`src/rtl/mau_pkg.sv`:
```
// mau_pkg: access-size encodings, FSM states and the misalignment predicate
// shared by mem_access_unit and mau_align.
package mau_pkg;

    localparam int WORD_W = 32;

    typedef enum logic [1:0] {
        SIZE_BYTE   = 2'b00,
        SIZE_HALF   = 2'b01,
        SIZE_WORD   = 2'b10,
        SIZE_WORD_X = 2'b11
    } size_e;

    typedef enum logic [1:0] {
        ST_IDLE,
        ST_READ,
        ST_WRITE,
        ST_RESP
    } state_e;

    // The reserved encoding 2'b11 behaves exactly like a word access.
    function automatic logic is_word(input size_e size);
        return size[1];
    endfunction

    function automatic logic is_misaligned(input size_e size, input logic [1:0] addr_lo);
        logic mis;
        case (size)
            SIZE_BYTE: mis = 1'b0;
            SIZE_HALF: mis = addr_lo[0];
            default:   mis = (addr_lo != 2'b00);
        endcase
        return mis;
    endfunction

endpackage

```
`src/rtl/mau_align.sv`:
```
// mau_align: combinational store merge (read-modify-write) and load
// zero/sign extension for mem_access_unit.
module mau_align
    import mau_pkg::*;
(
    input  size_e               size,
    input  logic                sign_ext,
    input  logic [WORD_W-1:0]   rdata,
    input  logic [WORD_W-1:0]   wdata,
    output logic [WORD_W-1:0]   merged,
    output logic [WORD_W-1:0]   extended
);

    // NOTE: every output gets a default first so no path through the case
    // leaves it unassigned, which would otherwise infer a latch.
    always_comb begin
        merged   = wdata;
        extended = rdata;
        case (size)
            SIZE_BYTE: begin
                merged   = {rdata[31:8], wdata[7:0]};
                extended = {{24{sign_ext & rdata[7]}}, rdata[7:0]};
            end
            SIZE_HALF: begin
                merged   = {rdata[31:16], wdata[15:0]};
                extended = {{16{sign_ext & rdata[15]}}, rdata[15:0]};
            end
            default: begin
                merged   = wdata;
                extended = rdata;
            end
        endcase
    end

endmodule

```
`src/rtl/mem_access_unit.sv`:
```
// mem_access_unit: CPU load/store front end to a combinational-read RAM,
// with read-modify-write for sub-word stores. Optional MAU_MISALIGN_TRAP_EN
// turns misaligned requests into an immediate error response.
module mem_access_unit
    import mau_pkg::*;
#(
    parameter int ADDR_W = 32,
    parameter int DATA_W = 32
) (
    input  logic              m_clock,
    input  logic              p_reset,
    input  logic              req_valid,
    output logic              req_ready,
    input  logic              req_we,
    input  logic [1:0]        req_size,
    input  logic              req_signed,
    input  logic [ADDR_W-1:0] req_addr,
    input  logic [DATA_W-1:0] req_wdata,
    output logic              resp_valid,
    input  logic              resp_ready,
    output logic [DATA_W-1:0] resp_rdata,
    output logic              resp_err,
    output logic [ADDR_W-1:0] ram_addr_r,
    input  logic [DATA_W-1:0] ram_rdata,
    output logic [ADDR_W-1:0] ram_addr_w,
    output logic [DATA_W-1:0] ram_wdata,
    output logic              ram_we
);

    state_e              state_q,  state_d;
    logic [ADDR_W-1:0]   addr_q,   addr_d;
    size_e               size_q,   size_d;
    logic                signed_q, signed_d;
    logic                we_q,     we_d;
    logic [DATA_W-1:0]   wdata_q,  wdata_d;
    logic [DATA_W-1:0]   rdata_q,  rdata_d;
`ifdef MAU_MISALIGN_TRAP_EN
    logic                err_q,    err_d;
`endif

    logic [DATA_W-1:0]   merged;
    logic [DATA_W-1:0]   extended;

    mau_align u_align (
        .size     (size_q),
        .sign_ext (signed_q),
        .rdata    (ram_rdata),
        .wdata    (wdata_q),
        .merged   (merged),
        .extended (extended)
    );

    always_comb begin
        state_d  = state_q;
        addr_d   = addr_q;
        size_d   = size_q;
        signed_d = signed_q;
        we_d     = we_q;
        wdata_d  = wdata_q;
        rdata_d  = rdata_q;
`ifdef MAU_MISALIGN_TRAP_EN
        err_d    = err_q;
`endif
        case (state_q)
            ST_IDLE: begin
                if (req_valid) begin
                    addr_d   = req_addr;
                    size_d   = size_e'(req_size);
                    signed_d = req_signed;
                    we_d     = req_we;
                    wdata_d  = req_wdata;
                    rdata_d  = '0;
                    state_d  = (req_we && is_word(size_e'(req_size))) ? ST_WRITE : ST_READ;
`ifdef MAU_MISALIGN_TRAP_EN
                    err_d    = 1'b0;
                    if (is_misaligned(size_e'(req_size), req_addr[1:0])) begin
                        err_d   = 1'b1;
                        state_d = ST_RESP;
                    end
`endif
                end
            end
            // The merged word overwrites wdata_q so WRITE drives it straight out.
            ST_READ: begin
                if (we_q) begin
                    wdata_d = merged;
                    state_d = ST_WRITE;
                end else begin
                    rdata_d = extended;
                    state_d = ST_RESP;
                end
            end
            ST_WRITE: state_d = ST_RESP;
            ST_RESP: begin
                if (resp_ready) state_d = ST_IDLE;
            end
            default: state_d = ST_IDLE;
        endcase
    end

    // NOTE: sequential state uses non-blocking assignments so every flop
    // samples its _d value from before the edge, independent of order.
    always_ff @(posedge m_clock or negedge p_reset) begin
        if (!p_reset) begin
            state_q  <= ST_IDLE;
            addr_q   <= '0;
            size_q   <= SIZE_BYTE;
            signed_q <= 1'b0;
            we_q     <= 1'b0;
            wdata_q  <= '0;
            rdata_q  <= '0;
`ifdef MAU_MISALIGN_TRAP_EN
            err_q    <= 1'b0;
`endif
        end else begin
            state_q  <= state_d;
            addr_q   <= addr_d;
            size_q   <= size_d;
            signed_q <= signed_d;
            we_q     <= we_d;
            wdata_q  <= wdata_d;
            rdata_q  <= rdata_d;
`ifdef MAU_MISALIGN_TRAP_EN
            err_q    <= err_d;
`endif
        end
    end

    // Outputs are decoded from flops only, so reset clears them asynchronously.
    assign req_ready  = (state_q == ST_IDLE);
    assign resp_valid = (state_q == ST_RESP);
    assign ram_we     = (state_q == ST_WRITE);
    assign ram_addr_r = addr_q;
    assign ram_addr_w = addr_q;
    assign ram_wdata  = wdata_q;
    assign resp_rdata = rdata_q;
`ifdef MAU_MISALIGN_TRAP_EN
    assign resp_err   = err_q;
`else
    assign resp_err   = 1'b0;
`endif

endmodule

```
`config.mk`:
```
export PLATFORM = sky130hd
export DESIGN_NAME = mem_access_unit
export DESIGN_NICKNAME = d
export VERILOG_FILES = /design/src/rtl/mau_pkg.sv /design/src/rtl/mau_align.sv /design/src/rtl/mem_access_unit.sv
export SDC_FILE = /design/constraint.sdc
export NUM_CORES = 1
export LEC_CHECK = 0
export ABC_AREA = 1
export BUFFER_PORTS_ARGS = -buffer_cell sky130_fd_sc_hd__buf_4
export CORE_ASPECT_RATIO = 1.2
export CORE_MARGIN = 4
export CORE_UTILIZATION = 50
export DETAILED_ROUTE_END_ITERATION = 6
export PLACE_DENSITY = 0.88
export SYNTH_ARGS = -nofsm -noshare
export SYNTH_HDL_FRONTEND = slang
export SYNTH_SLANG_ARGS = --single-unit
```
`constraint.sdc`:
```
create_clock -name m_clock -period 2.9 [get_ports m_clock]
set_input_delay 0.29 -clock m_clock [delete_from_list [all_inputs] [get_ports m_clock]]
set_output_delay 0.29 -clock m_clock [all_outputs]
set_load 0.01 [all_outputs]
```
Word level (Yosys, flattened, before mapping)
Cells that the tools add are included.

storage, ports and cells
  register bits after elaboration = 102
  input port bits = 104

operators by class
  equality and inequality tests = 11
  multiplexer cells = 13
  bitwise gates (word level) = 3
  reduce and logical (&&, ||, !) cells = 10

operator list
  kind                                                                     number
  32-bit one-hot mux with 2 select lines                                   4
  32-bit 2-to-1 mux                                                        4
  2-bit inequality test, second input constant                             4
  2-bit one-hot mux with 4 select lines                                    1
  2-bit 2-to-1 mux                                                         3
  3-bit AND reduction                                                      2
  5-bit AND reduction                                                      1
  2-bit by 1-bit == test with 1-bit output, second input constant          2
  2-bit == test, second input constant                                     2
  2-bit zero test                                                          2
  2-bit by 1-bit inequality test with 1-bit output, second input constant  2
  2-bit AND reduction                                                      2
  4-bit AND reduction                                                      1
  3-bit by 1-bit inequality test with 1-bit output, second input constant  1
  1-bit AND                                                                2
  2-bit nonzero test                                                       1
  1-bit logical AND                                                        1
  1-bit 2-to-1 mux                                                         1
  1-bit NOT                                                                1

Logic depth before layout (Yosys ltp)
Gate-level depths: netlist (run 1).

  depth after elaboration = 4
  depth in mapped cells = 9

Modules after synthesis
Synthesis (run 1) repeated with hierarchy kept, for this count alone.

second synthesis, totals
  cell total of the unflattened synthesis = 833
  area total of the unflattened synthesis = 6018.3 um^2

modules (own cells, without submodules)
  module           instances  cells an instance  area an instance (um^2)
  mem_access_unit  1          676                5245.0
  mau_align        1          157                773.2

Worst setup path before layout (run 1)
OpenSTA, ideal clock, no wires.

  kind = register to register
  start point = register state_q[0]
  end point = register wdata_q[17], in the netlist ram_wdata[17]
  library setup time = 0.123 ns
  arrival time = 1.435 ns
  slack = 1.342 ns
  stages on the path, launching flop included = 9
  path buffers = 1
  path through = dfrtp_1 inv_1 ha_1 nand2_2 o21ai_1 nand2_1 buf_2 nand2_1 o21ai_1

between the ends
  longest elaborated chain between the ends = 3

RTL lines
  what                                                                   RTL line                RTL
  start, declared                                                        mem_access_unit.sv:30   state_e state_q, state_d;
  start signal, assigned                                                 mem_access_unit.sv:116  state_q <= state_d;
  2-bit zero test (*)                                                    --
  via req_ready                                                          mem_access_unit.sv:13   output logic req_ready,
  2-bit inequality test (no line) or 2-bit nonzero test (tied branches)  --
  4-bit AND reduction (no line)                                          --
  end signal, assigned                                                   mem_access_unit.sv:121  wdata_q <= wdata_d;
  end, declared                                                          mem_access_unit.sv:35   logic [DATA_W-1:0] wdata_q, wdata_d;

The timed path passes the listed nets; every way through them passes the cells marked *.
A chain may end at the register's enable or synchronous reset.

Final worst setup path (run 1)
  start point = register state_q[0]
  end point = register wdata_q[2], in the netlist ram_wdata[2]

between the ends
  longest elaborated chain between the ends = 3

RTL lines
  what                                      RTL line               RTL
  2-bit by 1-bit == test with 1-bit output  mem_access_unit.sv:64  case (state_q)
  1-bit NOT (no line)                       --
  3-bit AND reduction (no line)             --

Parallel ways exist; a longest one is shown, timed or not.

==> impl_metrics.env, run 1 <==
export IMPL_die_w_um=97.5
export IMPL_design_core_area_mm2=0.00922
export IMPL_drive_above_1_share_pct=35.7
export IMPL_report_final_setup_viol=0
export IMPL_diodes=0
export IMPL_grt_pass1_vias=4385
export IMPL_synthCells=595
export IMPL_rsz0062_at_grt="no"
export IMPL_slew_viol_final=0
export IMPL_worst_slew_pin_transition_ns=0.651
export IMPL_multiInputGateArea_mm2=0.00179
export IMPL_layout_min_cycle_time_ns=2.22
export IMPL_dieArea_mm2=0.0112
export IMPL_rows=38
export IMPL_status="completed"
export IMPL_finalSetupTns_ns=0
export IMPL_hp_start="req_addr[12]"
export IMPL_root_buffer="clkbuf_8"
export IMPL_drt_initial_drc_count=249
export IMPL_hold_viol=0
export IMPL_dp_hpwl_mm=10.1
export IMPL_cp_arrival_ns=2.53
export IMPL_period_share_pct=76.5
export IMPL_startpoint="state_q[0]"
export IMPL_grt_pass1_wl_mm=21.4
export IMPL_syn_num_nets=704
export IMPL_route_vias_total=4489
export IMPL_regArea_mm2=0.00255
export IMPL_htreeDepth=3
export IMPL_place_congestion=0.882
export IMPL_overflow=0
export IMPL_tritoncts_num_sinks=102
export IMPL_track_usage_pct=23.7
export IMPL_cts_tree="done"
export IMPL_syn_avg_cell_area_um2=8.07
export IMPL_nNetsFinal=896
export IMPL_fin_skew_ns=0.00937
export IMPL_cap_violations=0
export IMPL_avgViaCountPerCell=4.92
export IMPL_pre_cts_ws_ns=0.695
export IMPL_p_per_area_mw_per_mm2=1110
export IMPL_fmax_mhz=451
export IMPL_syn_area_mm2=0.00480
export IMPL_critPathRequiredTime_ns=3.21
export IMPL_grt_max_degree=103
export IMPL_synth_area_leaders="dfrtp_1 53%, nand2_1 23%, buf_4 6.3%"
export IMPL_cts_buffer_depth=2
export IMPL_synth_seq_cells=102
export IMPL_fin_ws_ns=0.682
export IMPL_drc_errors=0
export IMPL_grt_antenna_before_repair=0
export IMPL_ys_seq_area_share_pct=53.2
export IMPL_numCtsBuffers=9
export IMPL_die_y_um=115
export IMPL_cp_max_fo=46
export IMPL_ys_warn_count=0
export IMPL_initial_core_util_pct=52.1
export IMPL_port_buffers=234
export IMPL_end_kind="flip-flop"
export IMPL_io_pins=236
export IMPL_drt_wl_total_mm=13.6
export IMPL_wl_per_cell_um=14.9
export IMPL_yosys_cell_types_count=21
export IMPL_p_leak_nw=3.76
export IMPL_drtAntennaViolNets=0
export IMPL_critical_path_class="reg2reg"
export IMPL_slew_headroom_pct=56.4
export IMPL_area_growth_pct=36.8
export IMPL_postCtsSetupBuffers=0
export IMPL_hold_class="in2reg"
export IMPL_fillers=751
export IMPL_synth_top_cell_area_share_pct=53.2
export IMPL_drtPass1Iterations=6
export IMPL_clk_latency_ns=0.37
export IMPL_synth_top_area_cell="dfrtp_1"
export IMPL_vdd_drop_max_mv=0.511
export IMPL_critPathLaunchType="flip-flop"
export IMPL_r2r_start="state_q[0]"
export IMPL_clk_pin_slew_ns=0.10
==> path summary, 6_finish.rpt <==
check	end	slack (ns)	cells past startpoint
setup / recovery	ram_wdata[2]	0.68	7
hold / removal	ram_addr_r[12]	0.11	3
setup reg to reg	ram_wdata[2]	0.68	7
hold reg to reg	ram_wdata[3]	0.48	2
max in group asynchronous	resp_rdata[30]	1.96	3
min in group asynchronous	ram_addr_r[29]	0.53	3
==> routing by layer <==
layer | track usage [%] | vias up | wire length, µm
li1 | - | 2187 | -
met1 | 26.8 | 2082 | 5040
met2 | 42.8 | 195 | 7200
met3 | 6.98 | 25 | 1050
met4 | 8.77 | 0 | 297
met5 | 0 | - | 0
==> what timing repair did <==
| action | CTS | global route |
|---|---|---|
| hold buffers | 1 | 0 |
| resized for setup | 0 | 0 |
| endpoints found under the hold margin | 9 | 0 |
==> power by group <==
group          switching (mW)  internal, mW
Sequential              0.458          2.07
Combinational            2.17          1.69
Clock                   0.474         0.423
==> sequential cells by signal, summed over array words and instances (netlist names) <==
signal	flops
ram_addr_r	32
ram_wdata	32
resp_rdata	32
size_q	2
state_q	2
signed_q	1
we_q	1
==> placed cells by master, fill, tap and decap left out <==
cell type / count
buf_12: 1
buf_4: 239
bufinv_16: 1
clkbuf_1: 1
clkbuf_8: 10
clkinv_2: 1
clkinv_4: 1
clkinvlp_4: 2
conb_1: 1
dfrtp_1: 102
dlygate4sd3_1: 1
ha_1: 5
inv_1: 10
inv_2: 3
nand2_1: 298
nand2_2: 4
nand3_1: 19
nand3_2: 2
nand3b_2: 1
nor2_1: 17
nor2_2: 1
nor2_4: 1
o21ai_0: 38
o21ai_1: 17
or2_2: 16
==> cell families after synthesis <==
| kind of cell | count (synthesis) | share of synthesized area (%) |
|---|---|---|
| compound gates | 55 | 5.73 |
| other cells | 1 | 0.0781 |
| flops | 102 | 53.2 |
| buf+inv | 73 | 9.51 |
| fa+ha+maj | 5 | 1.30 |
| simple gates | 359 | 30.2 |
==> Yosys cell counts <==
cell and n:
buf_2 7, buf_4 40, buf_6 3, clkbuf_1 9
clkbuf_2 1, conb_1 1, dfrtp_1 102, ha_1 5
inv_1 10, inv_2 3, nand2_1 298, nand2_2 4
nand3_1 19, nand3_2 2, nand3b_2 1, nor2_1 17
nor2_2 1, nor2_4 1, o21ai_0 38, o21ai_1 17
or2_2 16
==> worst max-delay path, cell delays in order (launching register included) <==
cell	delay (ns)
dfrtp_1	0.43
inv_1	0.11
ha_1	0.32
nand2_2	0.45
inv_2	0.19
buf_4	0.41
nand3_1	0.15
nand2_1	0.10
==> final cells by class <==
type                            count  area share, %
Clock inverter                      5          0.895
Clock buffer                       11           2.15
Timing Repair Buffer              241           27.8
Tap cell                          120           2.29
Multi-Input combinational cell    420           27.3
Inverter                           13          0.743
Sequential cell                   102           38.9
==> stage by stage <==
step / util, % / hold WS, ns / instance area [µm²] / cells / power [mW]
floorplan: - / -0.00559 / 4800 / 595 / 4.90
CTS: 71.2 / 0.102 / 6570 / 912 / 7.35
detailed placement: 68.9 / 0.399 / 6360 / 895 / 6.43
global route: 71.2 / 0.0990 / 6570 / 912 / 7.89
finish: 71.2 / 0.115 / 6570 / 912 / 7.27
global placement: 68.9 / 0.387 / 6360 / 895 / 6.28
No activity file was read; power rests on OpenSTA's default activity.
==> run 2: changes to the inputs <==
--- a/config.mk
+++ b/config.mk
@@ -9,9 +9,9 @@
 export BUFFER_PORTS_ARGS = -buffer_cell sky130_fd_sc_hd__buf_4
 export CORE_ASPECT_RATIO = 1.2
 export CORE_MARGIN = 4
-export CORE_UTILIZATION = 50
+export CORE_UTILIZATION = 46
 export DETAILED_ROUTE_END_ITERATION = 6
-export PLACE_DENSITY = 0.88
+export PLACE_DENSITY = 0.82
 export SYNTH_ARGS = -nofsm -noshare
 export SYNTH_HDL_FRONTEND = slang
 export SYNTH_SLANG_ARGS = --single-unit
==> constraint.sdc (replaced) <==
create_clock -name m_clock -period 2.1 [get_ports m_clock]
set_input_delay 0.21 -clock m_clock [delete_from_list [all_inputs] [get_ports m_clock]]
set_output_delay 0.21 -clock m_clock [all_outputs]
set_load 0.01 [all_outputs]
==> run 2 against run 1 <==
Against the previous run: utilization shrank 4.7 points; setup slack lost 0.59 ns; die area grew 8.0%; critical endpoint is now resp_rdata[22]; largest power group unchanged; highest routed layer unchanged.
==> impl_metrics.env, run 2 (synthesized netlist as in run 1, its figures left out) <==
export IMPL_status="completed"
export IMPL_die_w_um=101
export IMPL_htreeDepth=3
export IMPL_layout_min_cycle_time_ns=2.01
export IMPL_r2r_start="state_q[0]"
export IMPL_cts_buffer_depth=2
export IMPL_fin_skew_ns=0.00750
export IMPL_grt_pass1_wl_mm=22.1
export IMPL_drtAntennaViolNets=0
export IMPL_vdd_drop_max_mv=0.927
export IMPL_critPathRequiredTime_ns=2.32
export IMPL_report_final_setup_viol=0
export IMPL_p_leak_nw=3.83
export IMPL_drc_errors=0
export IMPL_wl_per_cell_um=14.9
export IMPL_drive_above_1_share_pct=35.9
export IMPL_cp_top_family="simple AND/OR/NAND/NOR gates"
export IMPL_cts_tree="done"
export IMPL_nNetsFinal=900
export IMPL_critical_path_class="reg2reg"
export IMPL_worstHoldEndpoint="ram_addr_r[13]"
export IMPL_p_per_area_mw_per_mm2=1570
export IMPL_r2r_slack_ns=0.09
export IMPL_diodes=0
export IMPL_die_y_um=120
export IMPL_crit_chain="inv_1 > ha_1 > nand2_1 > nand3_2 > buf_4 > nor2_1 > nand2_1 > nand2_1"
export IMPL_drt_wl_total_mm=13.7
export IMPL_grt_pass1_vias=4558
export IMPL_slowest_delay_ns=0.43
export IMPL_finalSetupTns_ns=0
export IMPL_rsz0062_at_grt="no"
export IMPL_timing_rr_end="resp_rdata[22]"
export IMPL_slew_viol_final=0
export IMPL_cp_max_fo=48
export IMPL_cp_arrival_ns=2.23
export IMPL_end_kind="flip-flop"
export IMPL_hp_start="req_addr[13]"
export IMPL_area_growth_pct=40.0
export IMPL_hold_ws_ns=0.0661
export IMPL_initial_core_util_pct=47.5
export IMPL_ctsResizeCount=0
export IMPL_utilization_pct=66.5
export IMPL_port_buffers=234
export IMPL_drtPass1Iterations=5
export IMPL_avgViaCountPerCell=4.93
export IMPL_rows=40
export IMPL_postCtsSetupBuffers=0
export IMPL_overflow=0
export IMPL_grt_max_degree=49
export IMPL_hold_class="in2reg"
export IMPL_final_common_cell="nand2_1"
export IMPL_track_usage_pct=22.6
export IMPL_dp_hpwl_mm=10.2
export IMPL_layout_common_cells="298 x nand2_1, 242 x buf_4, 102 x dfrtp_1"
export IMPL_critPathSlowestCell="dfrtp_1"
export IMPL_tritoncts_num_sinks=102
export IMPL_grt_antenna_before_repair=0
export IMPL_worst_path_most_repeated_cell="nand2_1"
export IMPL_critPathLaunchType="flip-flop"
export IMPL_dieArea_mm2=0.0121
export IMPL_route_vias_total=4545
export IMPL_holdPathStages=3
export IMPL_clk_pin_slew_ns=0.07
export IMPL_cp_num_buf_inv=2
export IMPL_hold_viol=0
export IMPL_drt_initial_drc_count=208
export IMPL_period_share_pct=95.7
export IMPL_worst_r2r_path_depth=8
export IMPL_cap_violations=0
export IMPL_design_core_area_mm2=0.0101
export IMPL_numCtsBuffers=9
export IMPL_clk_latency_ns=0.34
export IMPL_cts_hold_buffers_added=1
export IMPL_fmax_mhz=497
export IMPL_root_buffer="clkbuf_16"
export IMPL_place_congestion=0.858
export IMPL_io_pins=236
run 2: layout make-up:
type                    count  area, µm²
fillers                   833       3390
multi-input cells         420       1790
flip-flops and latches    102       2550
well taps                 126        158
inverters                  13       48.8
clock inverters             3       42.5
repair buffers            245       1870
clock buffers              13        260
run 2: through the flow:
stage	cell area (µm²)	total power, mW	std cells	worst slack, ns
after floorplan	4800	6.77	595	0.542
after global placement	6410	8.71	905	0.331
after detailed placement	6410	8.92	905	0.171
after CTS	6720	10.7	922	0.158
after global routing	6720	11.4	922	0.00288
final	6720	10.5	922	0.0896
run 2: worst max-delay path by stage:
stage | cells past startpoint | endpoint | startpoint
2_1_floorplan | 8 | ram_wdata[17] | state_q[0]
3_3_place_gp | 9 | resp_rdata[30] | state_q[1]
3_5_place_dp | 8 | resp_rdata[26] | state_q[0]
4_1_cts | 8 | resp_rdata[22] | state_q[0]
5_1_grt | 8 | resp_rdata[23] | state_q[1]
6_report | 8 | resp_rdata[22] | state_q[0]
run 2: power by group:
group          total [mW]  internal [mW]  switching, mW
Sequential           3.49           2.86          0.629
Clock                1.68          0.988          0.688
Combinational        5.38           2.36           3.02
run 2: worst reg2reg max path: cells and delay by family, from the launching register on:
family	cells	cell delay [ns]
and+or+nand+nor	5	0.61
DFF	1	0.43
adders and majority gates	1	0.34
buffers and inverters	2	0.53
run 2: per-layer routing:
metal  vias to the layer above  GRT usage, %  wire length [µm]
met5                         -             0                 0
met4                         0          9.06               347
met3                        25          3.37               941
met2                       201          39.4              7070
met1                      2124          27.6              5390
li1                       2195             -                 -
